$ cat src/rtl/add_seq_arb_pkg.sv
// Shared definitions for the multi-precision add/subtract sequencer and its arbiter.
package add_seq_arb_pkg;

  localparam int WIDTH_DEF = 32;

  typedef enum logic {
    ST_IDLE = 1'b0,
    ST_BUSY = 1'b1
  } state_e;

  localparam logic REQ0 = 1'b0;
  localparam logic REQ1 = 1'b1;

endpackage

$ cat src/rtl/add_seq_arb_if.sv
// Bundle of requester, adder and result signals around add_seq_arb.
interface add_seq_arb_if #(
  parameter int WIDTH = 32
);
  // Handshakes: a transfer happens on a rising clk edge where valid and ready
  // are both 1. A valid source holds its payload stable until that edge, and
  // valid never waits on ready. req_* is two lanes (bit i = requester i); res_* is one.
  logic [1:0]       req_valid;
  logic [1:0]       req_ready;
  logic [WIDTH-1:0] req_a0;
  logic [WIDTH-1:0] req_a1;
  logic [WIDTH-1:0] req_b0;
  logic [WIDTH-1:0] req_b1;
  logic [1:0]       req_sub;
  logic [1:0]       req_last;

  logic [WIDTH-1:0] add_a;
  logic [WIDTH-1:0] add_b;
  logic             add_cin;
  logic [WIDTH-1:0] add_s;
  logic             add_g;
  logic             add_p;

  logic             res_valid;
  logic             res_ready;
  logic [WIDTH-1:0] res_sum;
  logic             res_last;
  logic             res_cout;
  logic             res_ovf;
  logic             res_id;

  modport slave (
    input  req_valid, req_a0, req_a1, req_b0, req_b1, req_sub, req_last,
    input  add_s, add_g, add_p, res_ready,
    output req_ready, add_a, add_b, add_cin,
    output res_valid, res_sum, res_last, res_cout, res_ovf, res_id
  );

  modport master (
    output req_valid, req_a0, req_a1, req_b0, req_b1, req_sub, req_last,
    output add_s, add_g, add_p, res_ready,
    input  req_ready, add_a, add_b, add_cin,
    input  res_valid, res_sum, res_last, res_cout, res_ovf, res_id
  );

endinterface

$ cat src/rtl/add_seq_arb_rr2.sv
// Two-way grant selector: round-robin on contention when fair_i, else requester 0 wins.
module arb_rr2
  import add_seq_arb_pkg::*;
(
  input  logic [1:0] valid_i,
  input  logic       last_winner_i,
  input  logic       fair_i,
  output logic       grant_o
);

  always_comb begin
    grant_o = REQ0;
    if (valid_i == 2'b11) begin
      grant_o = fair_i ? ~last_winner_i : REQ0;
    end else if (valid_i[1]) begin
      grant_o = REQ1;
    end
  end

endmodule

$ cat src/rtl/add_seq_arb.sv
// Packet sequencer in front of a shared adder: grants one requester per packet,
// chains carry word to word and returns a registered, id-tagged sum stream.
module add_seq_arb
  import add_seq_arb_pkg::*;
#(
  parameter int WIDTH = WIDTH_DEF,
  parameter bit FAIR  = 1'b1
) (
  input  logic          clk,
  input  logic          rst_n,
  add_seq_arb_if.slave  bus,
  output state_e        dbg_state_o
);

  localparam int MSB = WIDTH - 1;

  state_e           state_q, state_d;
  logic             owner_q, owner_d;
  logic             first_q, first_d;
  logic             sub_q, sub_d;
  logic             carry_q, carry_d;
  logic             last_winner_q, last_winner_d;
  logic             res_valid_q, res_valid_d;
  logic [WIDTH-1:0] res_sum_q, res_sum_d;
  logic             res_last_q, res_last_d;
  logic             res_cout_q, res_cout_d;
  logic             res_ovf_q, res_ovf_d;
  logic             res_id_q, res_id_d;

  logic             grant;
  logic             own_valid;
  logic [WIDTH-1:0] own_a;
  logic [WIDTH-1:0] own_b;
  logic             own_sub;
  logic             own_last;
  logic             out_rdy;
  logic             drive;
  logic             accept;
  logic             sub_eff;
  logic [WIDTH-1:0] add_a_w;
  logic [WIDTH-1:0] add_b_w;
  logic             add_cin_w;
  logic             word_cout;
  logic             word_ovf;
  logic [1:0]       req_ready_w;

  arb_rr2 u_arb (
    .valid_i       (bus.req_valid),
    .last_winner_i (last_winner_q),
    .fair_i        (FAIR),
    .grant_o       (grant)
  );

  assign own_valid = bus.req_valid[owner_q];
  assign own_a     = owner_q ? bus.req_a1 : bus.req_a0;
  assign own_b     = owner_q ? bus.req_b1 : bus.req_b0;
  assign own_sub   = bus.req_sub[owner_q];
  assign own_last  = bus.req_last[owner_q];

  // The output register can take a new word when empty or being popped this cycle.
  assign out_rdy = ~res_valid_q | bus.res_ready;
  assign drive   = (state_q == ST_BUSY) & own_valid;
  assign accept  = drive & out_rdy;
  assign sub_eff = first_q ? own_sub : sub_q;

  always_comb begin
    add_a_w     = '0;
    add_b_w     = '0;
    add_cin_w   = 1'b0;
    req_ready_w = 2'b00;
    if (drive) begin
      add_a_w   = own_a;
      add_b_w   = sub_eff ? ~own_b : own_b;
      add_cin_w = first_q ? own_sub : carry_q;
    end
    if (state_q == ST_BUSY) begin
      req_ready_w[owner_q] = out_rdy;
    end
  end

  assign word_cout = bus.add_g | (bus.add_p & add_cin_w);
  assign word_ovf  = (add_a_w[MSB] == add_b_w[MSB]) & (bus.add_s[MSB] != add_a_w[MSB]);

  always_comb begin
    state_d       = state_q;
    owner_d       = owner_q;
    first_d       = first_q;
    sub_d         = sub_q;
    carry_d       = carry_q;
    last_winner_d = last_winner_q;
    res_valid_d   = res_valid_q & ~bus.res_ready;
    res_sum_d     = res_sum_q;
    res_last_d    = res_last_q;
    res_cout_d    = res_cout_q;
    res_ovf_d     = res_ovf_q;
    res_id_d      = res_id_q;
    case (state_q)
      ST_IDLE: begin
        if (|bus.req_valid) begin
          owner_d = grant;
          first_d = 1'b1;
          state_d = ST_BUSY;
        end
      end
      ST_BUSY: begin
        if (accept) begin
          res_valid_d = 1'b1;
          res_sum_d   = bus.add_s;
          res_cout_d  = word_cout;
          res_last_d  = own_last;
          res_ovf_d   = own_last & word_ovf;
          res_id_d    = owner_q;
          carry_d     = word_cout;
          sub_d       = sub_eff;
          first_d     = 1'b0;
          if (own_last) begin
            state_d       = ST_IDLE;
            last_winner_d = owner_q;
          end
        end
      end
      default: state_d = ST_IDLE;
    endcase
  end

  always_ff @(posedge clk or negedge rst_n) begin
    if (!rst_n) begin
      state_q       <= ST_IDLE;
      owner_q       <= REQ0;
      first_q       <= 1'b0;
      sub_q         <= 1'b0;
      carry_q       <= 1'b0;
      last_winner_q <= REQ1;
      res_valid_q   <= 1'b0;
      res_sum_q     <= '0;
      res_last_q    <= 1'b0;
      res_cout_q    <= 1'b0;
      res_ovf_q     <= 1'b0;
      res_id_q      <= 1'b0;
    end else begin
      state_q       <= state_d;
      owner_q       <= owner_d;
      first_q       <= first_d;
      sub_q         <= sub_d;
      carry_q       <= carry_d;
      last_winner_q <= last_winner_d;
      res_valid_q   <= res_valid_d;
      res_sum_q     <= res_sum_d;
      res_last_q    <= res_last_d;
      res_cout_q    <= res_cout_d;
      res_ovf_q     <= res_ovf_d;
      res_id_q      <= res_id_d;
    end
  end

  assign bus.req_ready = req_ready_w;
  assign bus.add_a     = add_a_w;
  assign bus.add_b     = add_b_w;
  assign bus.add_cin   = add_cin_w;
  assign bus.res_valid = res_valid_q;
  assign bus.res_sum   = res_sum_q;
  assign bus.res_last  = res_last_q;
  assign bus.res_cout  = res_cout_q;
  assign bus.res_ovf   = res_ovf_q;
  assign bus.res_id    = res_id_q;
  assign dbg_state_o   = state_q;

endmodule

$ cat src/flat_wrapper.sv
// flat-port wrapper written by rule: the top's interface ports become plain ports
module add_seq_arb_flat import add_seq_arb_pkg::*;
#(
  parameter int WIDTH = WIDTH_DEF,
  parameter bit FAIR  = 1'b1
)
  (clk, rst_n, dbg_state_o, bus_req_valid, bus_req_a0, bus_req_a1, bus_req_b0, bus_req_b1, bus_req_sub, bus_req_last, bus_add_s, bus_add_g, bus_add_p, bus_res_ready, bus_req_ready, bus_add_a, bus_add_b, bus_add_cin, bus_res_valid, bus_res_sum, bus_res_last, bus_res_cout, bus_res_ovf, bus_res_id);
  add_seq_arb_if #(.WIDTH(WIDTH)) bus_i ();
  input  logic clk;
  input  logic rst_n;
  output state_e dbg_state_o;
  input wire logic [$bits(bus_i.req_valid)-1:0] bus_req_valid;
  input wire logic [$bits(bus_i.req_a0)-1:0] bus_req_a0;
  input wire logic [$bits(bus_i.req_a1)-1:0] bus_req_a1;
  input wire logic [$bits(bus_i.req_b0)-1:0] bus_req_b0;
  input wire logic [$bits(bus_i.req_b1)-1:0] bus_req_b1;
  input wire logic [$bits(bus_i.req_sub)-1:0] bus_req_sub;
  input wire logic [$bits(bus_i.req_last)-1:0] bus_req_last;
  input wire logic [$bits(bus_i.add_s)-1:0] bus_add_s;
  input wire logic [$bits(bus_i.add_g)-1:0] bus_add_g;
  input wire logic [$bits(bus_i.add_p)-1:0] bus_add_p;
  input wire logic [$bits(bus_i.res_ready)-1:0] bus_res_ready;
  output wire logic [$bits(bus_i.req_ready)-1:0] bus_req_ready;
  output wire logic [$bits(bus_i.add_a)-1:0] bus_add_a;
  output wire logic [$bits(bus_i.add_b)-1:0] bus_add_b;
  output wire logic [$bits(bus_i.add_cin)-1:0] bus_add_cin;
  output wire logic [$bits(bus_i.res_valid)-1:0] bus_res_valid;
  output wire logic [$bits(bus_i.res_sum)-1:0] bus_res_sum;
  output wire logic [$bits(bus_i.res_last)-1:0] bus_res_last;
  output wire logic [$bits(bus_i.res_cout)-1:0] bus_res_cout;
  output wire logic [$bits(bus_i.res_ovf)-1:0] bus_res_ovf;
  output wire logic [$bits(bus_i.res_id)-1:0] bus_res_id;
  assign bus_i.req_valid = bus_req_valid;
  assign bus_i.req_a0 = bus_req_a0;
  assign bus_i.req_a1 = bus_req_a1;
  assign bus_i.req_b0 = bus_req_b0;
  assign bus_i.req_b1 = bus_req_b1;
  assign bus_i.req_sub = bus_req_sub;
  assign bus_i.req_last = bus_req_last;
  assign bus_i.add_s = bus_add_s;
  assign bus_i.add_g = bus_add_g;
  assign bus_i.add_p = bus_add_p;
  assign bus_i.res_ready = bus_res_ready;
  assign bus_req_ready = bus_i.req_ready;
  assign bus_add_a = bus_i.add_a;
  assign bus_add_b = bus_i.add_b;
  assign bus_add_cin = bus_i.add_cin;
  assign bus_res_valid = bus_i.res_valid;
  assign bus_res_sum = bus_i.res_sum;
  assign bus_res_last = bus_i.res_last;
  assign bus_res_cout = bus_i.res_cout;
  assign bus_res_ovf = bus_i.res_ovf;
  assign bus_res_id = bus_i.res_id;
  add_seq_arb #(.WIDTH(WIDTH), .FAIR(FAIR)) u_core (.clk(clk), .rst_n(rst_n), .bus(bus_i), .dbg_state_o(dbg_state_o));
endmodule
$ cat config.mk
export PLATFORM = sky130hd
export DESIGN_NAME = add_seq_arb_flat
export DESIGN_NICKNAME = d
export VERILOG_FILES = /design/src/rtl/add_seq_arb_pkg.sv /design/src/rtl/add_seq_arb_if.sv /design/src/rtl/add_seq_arb_rr2.sv /design/src/rtl/add_seq_arb.sv /design/src/flat_wrapper.sv
export SDC_FILE = /design/constraint.sdc
export NUM_CORES = 1
export LEC_CHECK = 0
export CELL_PAD_IN_SITES_DETAIL_PLACEMENT = 1
export CELL_PAD_IN_SITES_GLOBAL_PLACEMENT = 2
export CORE_AREA = 2 2 153 125
export CTS_BUF_LIST = sky130_fd_sc_hd__clkbuf_16
export CTS_CLUSTER_SIZE = 20
export DETAILED_ROUTE_END_ITERATION = 8
export DIE_AREA = 0 0 155 127
export PLACE_DENSITY_LB_ADDON = 0.1
export SETUP_SLACK_MARGIN = 0.5
export SYNTH_ARGS = -nofsm -noshare
export SYNTH_HDL_FRONTEND = slang
export SYNTH_SLANG_ARGS = --single-unit
$ cat constraint.sdc
create_clock -name clk -period 3.3 [get_ports clk]
set_input_delay 0.66 -clock clk [delete_from_list [all_inputs] [get_ports clk]]
set_output_delay 0.66 -clock clk [all_outputs]
set_load 0.02 [all_outputs]
## Yosys cells after proc, flatten, opt, wreduce, memory -nomap -nowiden

Index checks and enable logic that the tools add are counted.

- Register bits: 42
- Bits in latches: 0
- Bits in writable memories: 0
- Memory bits (read-only): 0
- Input bits: 171
- Output and inout bits: 105
- Word-level logic and storage cells: 66
- Memories kept: 0

- Add/sub/neg operators: 0
- $mul: 0
- Div/mod/pow operators: 0
- Order comparisons: 2
- Equality and inequality tests: 5
- Shifts and indexed selects: 0
- Multiplexer cells: 28
- Bitwise logic cells: 14
- Reduce and logical (&&, ||, !) cells: 6

Operator list:

| cell | number |
|---|---|
| two-way mux 32 bit | 5 |
| inverter 32 bit | 1 |
| two-way mux 1 bit | 19 |
| AND 1 bit | 6 |
| AND reduction 2 bit | 3 |
| inverter 1 bit | 4 |
| one-hot mux 1 bit (2 select lines) | 2 |
| AND reduction 3 bit | 1 |
| AND 2 bit | 1 |
| equality test 2 bit, second input constant | 1 |
| less-than comparator 1 x 2 -> 1 bit, second input constant | 1 |
| two-way mux 2 bit | 1 |
| != test 2 x 1 -> 1 bit, second input constant | 1 |
| != test 2 bit, second input constant | 1 |
| OR 1 bit | 2 |
| OR reduction 2 bit | 1 |
| demux 1 bit (select 1 bit) | 1 |
| equality test 1 bit | 1 |
| >= comparator 1 bit, second input constant | 1 |
| logical AND 1 bit | 1 |
| != test 1 bit | 1 |

## Logic depth before layout (Yosys ltp)

- Word-level depth: 8
- Mapped depth: 6
- Gate-level depth less buffers: 4

## Cells and area by module

Synthesis repeated with hierarchy kept, for this count alone.

- Cells, all modules: 298
- Area total of the unflattened synthesis: 3001.6 um^2

Modules (own cells, without submodules):

| module | times used | cells an instance | area each (um^2) | sequential area each (um^2) |
|---|---|---|---|---|
| add_seq_arb | 1 | 296 | 2987.9 | 1052.3 |
| arb_rr2 | 1 | 2 | 13.8 | 0.0 |

## Worst setup path before layout

OpenSTA, ideal clock, no wires.

- Kind: input to output
- Start point: in bus_req_sub[1]
- End point: out bus_add_b[31]
- Data arrival time: 1.736 ns
- Required time: 2.640 ns
- Setup slack: 0.904 ns
- Stages on the path: 4
- Path buffers: 0
- Cells stage by stage: mux2_2 o211a_1 or2_2 nor2_1

- Word-level cells in the longest chain between the ends: 5

Ends and longest elaborated chain:

| element | RTL line | RTL |
|---|---|---|
| start: declaration | flat_wrapper.sv:17 | `input wire logic [$bits(bus_i.req_sub)-1:0] bus_req_sub;` |
| two-way mux 1 bit (implied by the code) (2 in series) | add_seq_arb.sv:57 | `assign own_sub = bus.req_sub[owner_q];` |
| two-way mux 1 bit | add_seq_arb.sv:64 | `assign sub_eff = first_q ? own_sub : sub_q;` |
| two-way mux 32 bit | add_seq_arb.sv:73 | `add_b_w = sub_eff ? ~own_b : own_b;` |
| two-way mux 32 bit | add_seq_arb.sv:71 | `if (drive) begin` |
| end: declaration | flat_wrapper.sv:25 | `output wire logic [$bits(bus_i.add_b)-1:0] bus_add_b;` |

No other way between the ends. The select of a mux whose other input is x is not followed.

## Worst setup path after layout

- Start point: in bus_req_valid[0]
- End point: out bus_add_b[26]

- Word-level cells in the longest chain between the ends: 4

Ends and longest elaborated chain:

| element | RTL line | RTL |
|---|---|---|
| start: declaration | flat_wrapper.sv:12 | `input wire logic [$bits(bus_i.req_valid)-1:0] bus_req_valid;` |
| two-way mux 1 bit (implied by the code) (2 in series) | add_seq_arb.sv:54 | `assign own_valid = bus.req_valid[owner_q];` |
| AND 1 bit | add_seq_arb.sv:62 | `assign drive = (state_q == ST_BUSY) & own_valid;` |
| two-way mux 32 bit | add_seq_arb.sv:71 |  |

No other way between the ends. The select of a mux whose other input is x is not followed.

==> impl_metrics.yaml <==
detailed_routing:
  routedWlPerCell_um: 17.2
  drtIter0Drc: 121
  drc_errors: 0
  ant_nets: 0
  wl_mm: 14.2
  drt-pass1-iter-count: 4
  viasPerCell: 4.07
  via_count: 3361
clock_network:
  cts_inserted_buffers: 5
  cts.sinks: 42
  cts.clk_slew.worst_paths_ns: 0.06
  cts_root_buf: "clkbuf_16"
  h-tree-depth: 2
  cts_max_path_buffers: 2
  cts_tree: "yes"
  insertion_delay_ns: 0.29
final_layout:
  largest_reg_flops: 32
  fillers: 2048
  drive_gt1_frac: 0.192
  fin_nets: 765
  syn2layout_area_growth_pct: 109
  n_antenna_cell: 0
floorplanning:
  start_util: 0.168
  dieHeight_um: 127
  die_area_um2: 19700
  io_pins: 276
  fp.dieW_um: 155
  rows: 44
  core_area_um2: 18000
flow_run:
  cap_violations: 0
placed_design:
  io_buffers: 275
  dp_hpwl_mm: 10.7
  globalplace.congestion: 0.725
  dp_slack_ns: -0.0364
timing:
  skew_ns: 0.00764
  finalWorstSetupSlack_ns: 0.491
  setup_viol_count_final: 0
  whs_ns: 0.480
  fin_crit_sh: 0.851
  fin_crit_ns: 2.81
  hold_viol_final: 0
  worst_pin_slew_ns: 1.02
  maxSlewHeadroom: 0.323
  max_freq_mhz: 356
  rsz0062_at_grt: "true"
  drv_slew: 0
setup_path:
  cp_cell_sequence: "clkdlybuf4s50_1 -> mux2i_2 -> nand2b_4 -> clkbuf_16 -> nor2_1 -> dlygate4sd2_1"
  setup.worst_path.class: "in -> out"
  critPathMaxStageDelay_ns: 0.49
  worst-path-buf-inv: 3
  cp_slowest_cell: "clkdlybuf4s50_1"
  cp_max_fo: 14
  worstPathRequired_ns: 2.64
  cpLargestDelayFamily: "buffers and inverters"
  rrSetupSlack_ns: 1.18
  start_kind: "input port"
  cp_data_arrival_time_ns: 2.15
  end_kind: "output port"
grt:
  grt_use_total: 0.134
  grt_pass1_wl_mm: 20.6
  grt_max_degree: 43
  overflow: 0
  grt_antenna_before_repair: 2
  first_global_vias: 3643
worst_hold_path:
  hold_path_class: "reg -> reg"
run_status:
  outcome: "completed"
logic_synthesis:
  synth_most_common_cell: "nor2_1"
  synthTopCellsByArea: "dfrtp_1, mux2i_1, mux2_2, xnor2_1, nor2_1"
  ys_async_sr_fraction: 1.00
  ys_types: 33
  yosys_warnings: 0
  yosysTopAreaCell: "dfrtp_1"
  synth_ff_type: "dfrtp_1"
  synth_fp_nets: 474
  synthCells: 303
  synthesis.area_um2: 3020
  synthTopCellsByCount: "nor2_1, mux2i_1, dfrtp_1, mux2_2, xnor2_1"
  synth_top_area_share: 0.340
  synth_edf_count: 0
  syn_area_per_cell_um2: 9.97
  synth-seq-cells: 42
  ys_seq_area_frac: 0.348
power_and_ir_drop:
  power.density_nw_per_um2: 937
  p_leak_nw: 2.81
  ir_worst_vdd_uv: 329
[power breakdown]
group | switching (mW) | total (mW) | internal, mW
logic | 2.26 | 4.46 | 2.20
registers | 0.165 | 0.947 | 0.782
clock network | 0.215 | 0.496 | 0.280
[cell families after synthesis]
group / count (synthesis) / share of synthesized area
AO/OA/AOI/OAI: 17 / 0.0427
XOR/XNOR: 31 / 0.0899
buffers and inverters: 26 / 0.0518
flip-flops: 42 / 0.348
multiplexers: 100 / 0.348
AND/OR/NAND/NOR: 87 / 0.120
[cells in the final DEF, fill, tap and decap left out, types with 3 or more instances in the layout]
cell type	count
buf_6	3
buf_4	21
dlygate4sd2_1	34
xnor2_1	30
buf_12	6
inv_1	4
nor2_1	68
o21ai_0	4
clkbuf_16	7
clkdlybuf4s50_1	204
mux2_2	31
nand2_1	9
buf_2	15
dfrtp_1	40
mux2i_1	65
clkbuf_2	13
dlymetal6s2s_1	3
a21oi_1	3
[through the flow]
stage | cell area (µm²) | util | power, mW | std cells | TNS [ns]
2_1_floorplan | 3020 | - | 3.45 | 303 | 0
3_3_place_gp | 6050 | 0.336 | 5.29 | 798 | -0.0293
3_5_place_dp | 6050 | 0.336 | 5.33 | 798 | -0.107
4_1_cts | 6310 | 0.350 | 5.96 | 819 | 0
5_1_grt | 6300 | 0.350 | 6.32 | 825 | 0
6_report | 6300 | 0.350 | 5.91 | 825 | 0
[final timing paths]
check                                                     end                            start  cells past startpoint
hold / removal                u_core.bus.res_last$_DFFE_PN0P_  u_core.bus.res_last$_DFFE_PN0P_                      1
setup reg to reg           u_core.bus.res_sum[15]$_DFFE_PN0P_       u_core.owner_q$_DFFE_PN0P_                      7
max in group asynchronous          u_core.owner_q$_DFFE_PN0P_                            rst_n                      1
min in group asynchronous  u_core.bus.res_sum[20]$_DFFE_PN0P_                            rst_n                      1
setup / recovery                                bus_add_b[26]                 bus_req_valid[0]                      6
hold reg to reg               u_core.bus.res_last$_DFFE_PN0P_  u_core.bus.res_last$_DFFE_PN0P_                      1
[metal layers]
metal,wire length [µm],part of all wire,track usage,vias to the layer above
met3,1250,0.088,0.0536,15
met5,27,0.0019,0,-
met1,5840,0.41,0.158,1586
met2,6890,0.49,0.234,148
li1,-,-,-,1608
met4,187,0.013,0.0229,4
[layout make-up]
| class | instances | area, µm² | area share |
|---|---|---|---|
| Multi-Input combinational cell | 235 | 1830 | 0.291 |
| Sequential cell | 42 | 1060 | 0.168 |
| Clock buffer | 5 | 125 | 0.0198 |
| Tap cell | 230 | 288 | 0.0457 |
| Inverter | 4 | 15.0 | 0.00238 |
| Timing Repair Buffer | 306 | 2970 | 0.471 |
| Clock inverter | 3 | 18.8 | 0.00298 |
[what timing repair did]
action | 4_1_cts | 5_1_grt
setup buffers | 11 | 3
resized for setup | 124 | 44
gates cloned | 2 | 3
hold buffers | 0 | 0
setup endpoints to repair | 65 | 64
pin swaps | 2 | 1
Note: power is estimated with default switching activity, not from simulation.
